==> src/rtl/muldiv_seq.sv <==
// rtl/muldiv_seq.sv - iterative RV32M multiply/divide sequencer
// Shift-add multiplier and restoring divider on operand magnitudes, signs applied in FIXUP.
module muldiv_seq #(
  parameter int UNROLL = 1
) (
  input  logic        clk_i,
  input  logic        rst_ni,
  input  logic        req_valid_i,
  output logic        req_ready_o,
  input  logic [2:0]  op_i,
  input  logic [31:0] a_i,
  input  logic [31:0] b_i,
  input  logic        kill_i,
  output logic        resp_valid_o,
  input  logic        resp_ready_i,
  output logic [31:0] result_o,
  output logic        busy_o
);

  typedef enum logic [1:0] {IDLE, CALC, FIXUP, DONE} state_t;

  localparam logic [5:0] STEPS = 6'(32 / UNROLL);

  state_t      state, state_nx;
  logic [2:0]  op_q;
  logic        neg_q, neg_r;
  logic [63:0] acc, acc_step;
  logic [31:0] opnd;
  logic [5:0]  cnt;
  logic [31:0] result_q;

  logic        accept, a_signed, b_signed, a_neg, b_neg;
  logic        div_zero, div_ovf, fast;
  logic [31:0] a_mag, b_mag, fast_result, fix_result, quot, rem;
  logic [63:0] prod;
  logic [32:0] part;

  assign req_ready_o  = (state == IDLE) & ~kill_i;
  assign accept       = req_valid_i & req_ready_o;
  assign resp_valid_o = (state == DONE);
  assign busy_o       = (state != IDLE);
  assign result_o     = result_q;

  // funct3: bit 2 selects divide, bit 0 marks the unsigned divide variants
  assign a_signed = op_i[2] ? ~op_i[0] : (op_i[1:0] != 2'b11);
  assign b_signed = op_i[2] ? ~op_i[0] : ~op_i[1];
  assign a_neg    = a_signed & a_i[31];
  assign b_neg    = b_signed & b_i[31];
  assign a_mag    = a_neg ? -a_i : a_i;
  assign b_mag    = b_neg ? -b_i : b_i;

  assign div_zero = op_i[2] & (b_i == 32'd0);
  assign div_ovf  = op_i[2] & ~op_i[0] & (a_i == 32'h8000_0000) & (b_i == 32'hFFFF_FFFF);
  assign fast     = div_zero | div_ovf;

  always_comb begin
    fast_result = 32'h8000_0000;
    if (op_i[1]) fast_result = div_zero ? a_i : 32'd0;
    else if (div_zero) fast_result = 32'hFFFF_FFFF;
  end

  always_ff @(posedge clk_i or negedge rst_ni) begin
    if (!rst_ni) state <= IDLE;
    else         state <= state_nx;
  end

  always_comb begin
    state_nx = state;
    if (kill_i) begin
      state_nx = IDLE;
    end else begin
      case (state)
        IDLE:    if (accept) state_nx = fast ? DONE : CALC;
        CALC:    if (cnt == 6'd0) state_nx = FIXUP;
        FIXUP:   state_nx = DONE;
        DONE:    if (resp_ready_i) state_nx = IDLE;
        default: state_nx = IDLE;
      endcase
    end
  end

  // Divide keeps {remainder, dividend/quotient} in acc; multiply keeps {partial, multiplier}.
  always_comb begin
    acc_step = acc;
    part     = '0;
    for (int k = 0; k < UNROLL; k++) begin
      if (op_q[2]) begin
        part = acc_step[63:31] - {1'b0, opnd};
        if (!part[32]) acc_step = {part[31:0], acc_step[30:0], 1'b1};
        else           acc_step = {acc_step[62:0], 1'b0};
      end else begin
        part     = {1'b0, acc_step[63:32]} + (acc_step[0] ? {1'b0, opnd} : 33'd0);
        acc_step = {part, acc_step[31:1]};
      end
    end
  end

  assign prod = neg_q ? -acc : acc;
  assign quot = neg_q ? -acc[31:0] : acc[31:0];
  assign rem  = neg_r ? -acc[63:32] : acc[63:32];

  always_comb begin
    fix_result = prod[63:32];
    if (op_q[2])                fix_result = op_q[1] ? rem : quot;
    else if (op_q[1:0] == 2'b00) fix_result = prod[31:0];
  end

  always_ff @(posedge clk_i or negedge rst_ni) begin
    if (!rst_ni) begin
      op_q     <= '0;
      neg_q    <= 1'b0;
      neg_r    <= 1'b0;
      acc      <= '0;
      opnd     <= '0;
      cnt      <= '0;
      result_q <= '0;
    end else if (!kill_i) begin
      case (state)
        IDLE: if (accept) begin
          op_q  <= op_i;
          neg_q <= a_neg ^ b_neg;
          neg_r <= a_neg;
          cnt   <= STEPS;
          opnd  <= op_i[2] ? b_mag : a_mag;
          acc   <= {32'd0, op_i[2] ? a_mag : b_mag};
          if (fast) result_q <= fast_result;
        end
        CALC: if (cnt != 6'd0) begin
          acc <= acc_step;
          cnt <= cnt - 6'd1;
        end
        FIXUP:   result_q <= fix_result;
        default: ;
      endcase
    end
  end

endmodule

==> config.mk <==
export PLATFORM = sky130hd
export DESIGN_NAME = muldiv_seq
export DESIGN_NICKNAME = d
export VERILOG_FILES = /design/src/rtl/muldiv_seq.sv
export SDC_FILE = /design/constraint.sdc
export NUM_CORES = 1
export LEC_CHECK = 0
export BUFFER_PORTS_ARGS = -buffer_cell sky130_fd_sc_hd__buf_2
export CAP_MARGIN = 25
export CORE_UTILIZATION = 50
export DETAILED_ROUTE_END_ITERATION = 16
export PLACE_DENSITY = 0.75
export RECOVER_POWER = 25
export SYNTH_ARGS = -nofsm -noshare
export SYNTH_HDL_FRONTEND = slang
export SYNTH_SLANG_ARGS = --single-unit
==> constraint.sdc <==
create_clock -name clk_i -period 6 [get_ports clk_i]
set_clock_uncertainty 0.15 [all_clocks]
set_input_delay 0.6 -clock clk_i [delete_from_list [all_inputs] [get_ports clk_i]]
set_output_delay 0.6 -clock clk_i [all_outputs]
set_load 0.01 [all_outputs]
After elaboration in Yosys (flattened, before gate mapping)
Cells that the tools add are included.
W data, S select, Z words.
{"block": "word_totals", "reg_bits": 141, "latchBits": 0, "mem_bits_rw": 0, "rom_bits": 0, "inputBits": 72, "output_inout_bits": 35, "wordCells": 86, "n_memories": 0}
{"block": "op_classes", "add_sub_neg": 8, "mul": 0, "div": 0, "magnitude_cmp": 0, "n_eq_ne": 12, "shift": 0, "mux": 33, "bitwise_logic": 13, "n_reduce_logical": 12}
{"op": "$mux W32", "count": 14}
{"op": "$mux W64", "count": 5}
{"op": "$neg A32 Y32", "count": 4}
{"op": "$pmux W64 S2", "count": 1}
{"op": "$eq A32 B32 Y1 const B", "count": 2}
{"op": "$neg A64 Y64", "count": 1}
{"op": "$pmux W32 S2", "count": 1}
{"op": "$add A32 B32 Y33", "count": 1}
{"op": "$sub A33 B32 Y33", "count": 1}
{"op": "$logic_not A32 Y1", "count": 1}
{"op": "$mux W31", "count": 1}
{"op": "$mux W6", "count": 2}
{"op": "$pmux W6 S2", "count": 1}
{"op": "$mux W2", "count": 5}
{"op": "$and A1 B1 Y1", "count": 8}
{"op": "$ne A2 B2 Y1 const B", "count": 4}
{"op": "$pmux W2 S4", "count": 1}
{"op": "$reduce_and A4 Y1", "count": 2}
{"op": "$logic_not A6 Y1", "count": 1}
{"op": "$ne A3 B3 Y1 const B", "count": 2}
{"op": "$reduce_and A3 Y1", "count": 2}
{"op": "$reduce_bool A2 Y1", "count": 3}
{"op": "$reduce_bool A6 Y1", "count": 1}
{"op": "$sub A6 B1 Y6 const B", "count": 1}
{"op": "other kinds (8)", "count": 13}

Longest topological paths before layout
{"block": "depth", "depth_word": 9, "mapped_depth": 15, "depth_no_buf": 14}

Worst setup path after synthesis
OpenSTA, ideal clock, no wires.
{"block": "synth_timing", "kind": "reg-to-reg", "from": "register acc[31]", "to": "register acc[36]", "setup_ns": 0.135, "t_arrival_ns": 3.260, "t_required_ns": 5.715, "slack_ns": 2.456, "path_stages_with_launch": 15, "path_buffers": 1, "synth_period_minus_slack_ns": 3.544, "path_cell_list": "dfrtp_1 -> inv_1 -> ha_1 -> fa_1 -> nand2b_1 -> a21oi_1 -> o41ai_2 -> o211ai_1 -> a31oi_1 -> o41ai_4 -> xor2_1 -> buf_2 -> mux2_2 -> a21oi_1 -> o21ai_0"}
{"block": "synth_between", "elab_chain_len": 5}
{"element": "start: declaration", "line_no": "27", "text": "logic [63:0] acc, acc_step;"}
{"element": "start signal: assignment", "line_no": "125", "text": "acc <= {32'd0, op_i[2] ? a_mag : b_mag};"}
{"element": "start signal: assignment", "line_no": "129", "text": "acc <= acc_step;"}
{"element": "$sub A33 B32 Y33", "line_no": "88", "text": "part = acc_step[63:31] - {1'b0, opnd};"}
{"element": "$mux W64", "line_no": "89", "text": "if (!part[32]) acc_step = {part[31:0], acc_step[30:0], 1'b1};"}
{"element": "$mux W64", "line_no": "87", "text": "if (op_q[2]) begin"}
{"element": "$mux W64", "line_no": "128", "text": "CALC: if (cnt != 6'd0) begin"}
{"element": "$pmux W64 S2", "line_no": "118", "text": "case (state)"}
No other way between the ends. The select of a mux whose other input is x is not followed.
A chain may end at the register's enable or synchronous reset.

Final worst setup path
{"block": "layout_timing", "from": "register acc[31]", "to": "register acc[44]"}
The elaborated chain is that of the path after synthesis.

==> results.yml <==
cts:
  cts-buffers-inserted: 17
  clk_pin_slew_ps: 70
  clockBufferDepth: 2
  clkLatencyLatePin_ps: 450
  cts_setup_buffers: 0
  cts_resized: 0
  cts_max_level: 4
  ctsHoldBuffers: 0
  root_buffer: "clkbuf_16"
  cts_tree: "done"
  cts_sinks: 141
place:
  place.gp.congestion: 1.00
  place_inst: 2422
  dp_hpwl_um: 41500
  port_buffers: 106
  dp_slack_ps: 1670
synth:
  synthCells: 2045
  seq_area_frac_synth: 0.234
  synth-edff-count: 0
  yosysUniqueCellTypes: 76
  synth_top_area_cell: "dfrtp_1"
  synth.most_common_cell: "o21ai_0"
  syn_nets: 2194
  synth_area_leaders: "dfrtp_1, o21ai_0, a21oi_1"
  async_flop_share: 1.00
  synth_ff_type: "dfrtp_1"
  syn_area_um2: 15100
  ys_ff_latch: 141
  synth_top_area_share: 0.234
  syn_area_per_cell_um2: 7.37
  synth_warnings: 0
  synth_common_cells: "o21ai_0, nand2_1, a21oi_1"
timing:
  finalMaxSlewViolations: 0
  layout_setup_ws_ps: 1560
  finalCritPeriodShare: 0.739
  rsz0062_at_grt: "no"
  finalSetupViolCount: 0
  finalSetupTns_ps: 0
  relSlewSlack: 0.313
  fmax_mhz: 225
  hold_viol_final: 0
  layout_min_cycle_time_ps: 4440
  tightest_slew_ps: 1030
setup_path:
  arrival_ps: 4610
  critPathCaptureType: "register"
  worstPathMaxFanout: 16
  crit_type: "register to register"
  cp-start-kind: "register"
  crit_required_ps: 6170
finish:
  syn2layout_area_growth_pct: 7.98
  drive_gt1_frac: 0.111
  n_fill_cell: 2897
  num_antenna_cells: 0
  final_nets: 2200
  layoutNonFillerInstCount: 2454
drt:
  met2_length_um: 23200
  met3_length_um: 6040
  wire_per_inst_um: 22.2
  drtIter0Drc: 2043
  vias: 16100
  wirelength_um: 54500
  route.detailed.drc: 0
  postRouteAntennaNets: 0
  first_pass_iters: 6
  top_layer_used: "met5"
  avgViaCountPerCell: 6.57
  drt-met1-wl_um: 22900
outcome:
  status: "complete, no violations"
floorplanning:
  start_util: 0.509
  floorplan.die.width_um: 176
  core_area_um2: 29600
  fp.dieArea_um2: 30900
  rows: 63
  io-pin-count: 107
  die_h_um: 176
run:
  cap_viol_max_count: 0
global_routing:
  grt_pass1_wl_um: 83900
  antenna_found_initial: 3
  grt_max_degree: 89
  overflow: 0
  grt_util_all_layers: 0.353
  grt_pass1_vias: 14600
power_and_ir_drop:
  p_leak_nw: 6.94
  ir_worst_vdd_uv: 358
  p_per_area_nw_per_um2: 570
worst_hold_path:
  holdCritPathClass: "primary input to async pin"
==> area by class of cell <==
type                            count  area (µm²)  area share
Multi-Input combinational cell   1693       10700       0.658
Timing Repair Buffer              129         722      0.0443
Tap cell                          390         488      0.0300
Inverter                           69         259      0.0159
Clock inverter                     11         111     0.00684
Clock buffer                       21         450      0.0277
Sequential cell                   141        3530       0.217
==> kinds of logic (layout without fill, tap and decap cells) <==
logic type	count (synthesis)	count (layout)	share of synthesized area
XOR/XNOR	204	204	0.119
multiplexers	44	44	0.0321
flip-flops	141	141	0.234
adder cells (fa/ha/maj)	77	77	0.0649
AO/OA/AOI/OAI	698	698	0.284
buffers and inverters	211	230	0.0553
AND/OR/NAND/NOR	670	670	0.211
==> per-layer routing <==
layer | vias up | global-route usage
met5 | - | 0
met3 | 168 | 0.0734
met4 | 4 | 0.158
met1 | 7576 | 0.490
met2 | 1004 | 0.526
li1 | 7376 | -
==> registers in the layout (all words and copies together) (netlist names) <==
name,cells
cnt,6
op_q,3
neg_r,1
neg_q,1
opnd,32
acc,64
state,2
result_o,32
==> metrics by stage <==
| step | hold slack (ps) | instance area (µm²) | utilization | total power, mW |
|---|---|---|---|---|
| 3_5_place_dp | 311 | 15700 | 0.530 | 7.99 |
| 3_3_place_gp | 308 | 15700 | 0.530 | 7.90 |
| 2_1_floorplan | 154 | 15100 | - | 6.32 |
| 4_1_cts | 103 | 16300 | 0.549 | 9.07 |
| 6_report | 44.4 | 16300 | 0.549 | 9.28 |
| 5_1_grt | 128 | 16300 | 0.549 | 9.91 |
==> power by group <==
group | total [mW] | switching (mW) | leakage, nW | internal [mW]
logic | 6.14 | 3.83 | 4.90 | 2.31
clock network | 1.06 | 0.469 | 0.257 | 0.586
registers | 2.09 | 0.738 | 1.78 | 1.35
total | 9.28 | 5.04 | 6.94 | 4.25
==> placed cells by master (no fill, tap or decap), types with 13 or more instances in the layout <==
master / instances
o21ai_0: 222
nand2_1: 218
a21oi_1: 207
nor2_1: 203
dfrtp_1: 139
xor2_1: 113
buf_2: 105
xnor2_1: 90
ha_1: 74
inv_1: 68
a211oi_1: 41
nand3_1: 35
mux2_2: 35
a21o_1: 31
o31ai_1: 30
nor3_1: 29
nand2b_1: 28
or3_1: 28
o211ai_1: 27
nand4_1: 22
buf_4: 22
nor2b_1: 21
a31oi_1: 20
nor4_1: 18
clkbuf_16: 17
or4_1: 15
and3_1: 13
==> path summary, 6_finish.rpt <==
check,from,endpoint,slack (ps),cells past startpoint
max in group asynchronous,rst_ni,acc[55],4370,2
max reg2reg,acc[31],acc[44],1560,14
min reg2reg,result_o[21],result_o[21],320,2
max,acc[31],acc[44],1560,14
min in group clk_i,kill_i,state[1],250,2
min,rst_ni,result_o[17],40,1
==> worst max-delay path, cell delays in order (launching register included) <==
cell,delay (ps)
dfrtp_1,440
inv_1,130
ha_1,240
fa_1,390
nand2b_1,190
a21oi_1,230
o41ai_2,150
o211ai_1,340
a31oi_1,270
o41ai_4,420
xor2_1,430
buf_4,330
mux2_2,360
a21oi_1,140
o21ai_0,90
No activity file was read; power rests on OpenSTA's default activity.
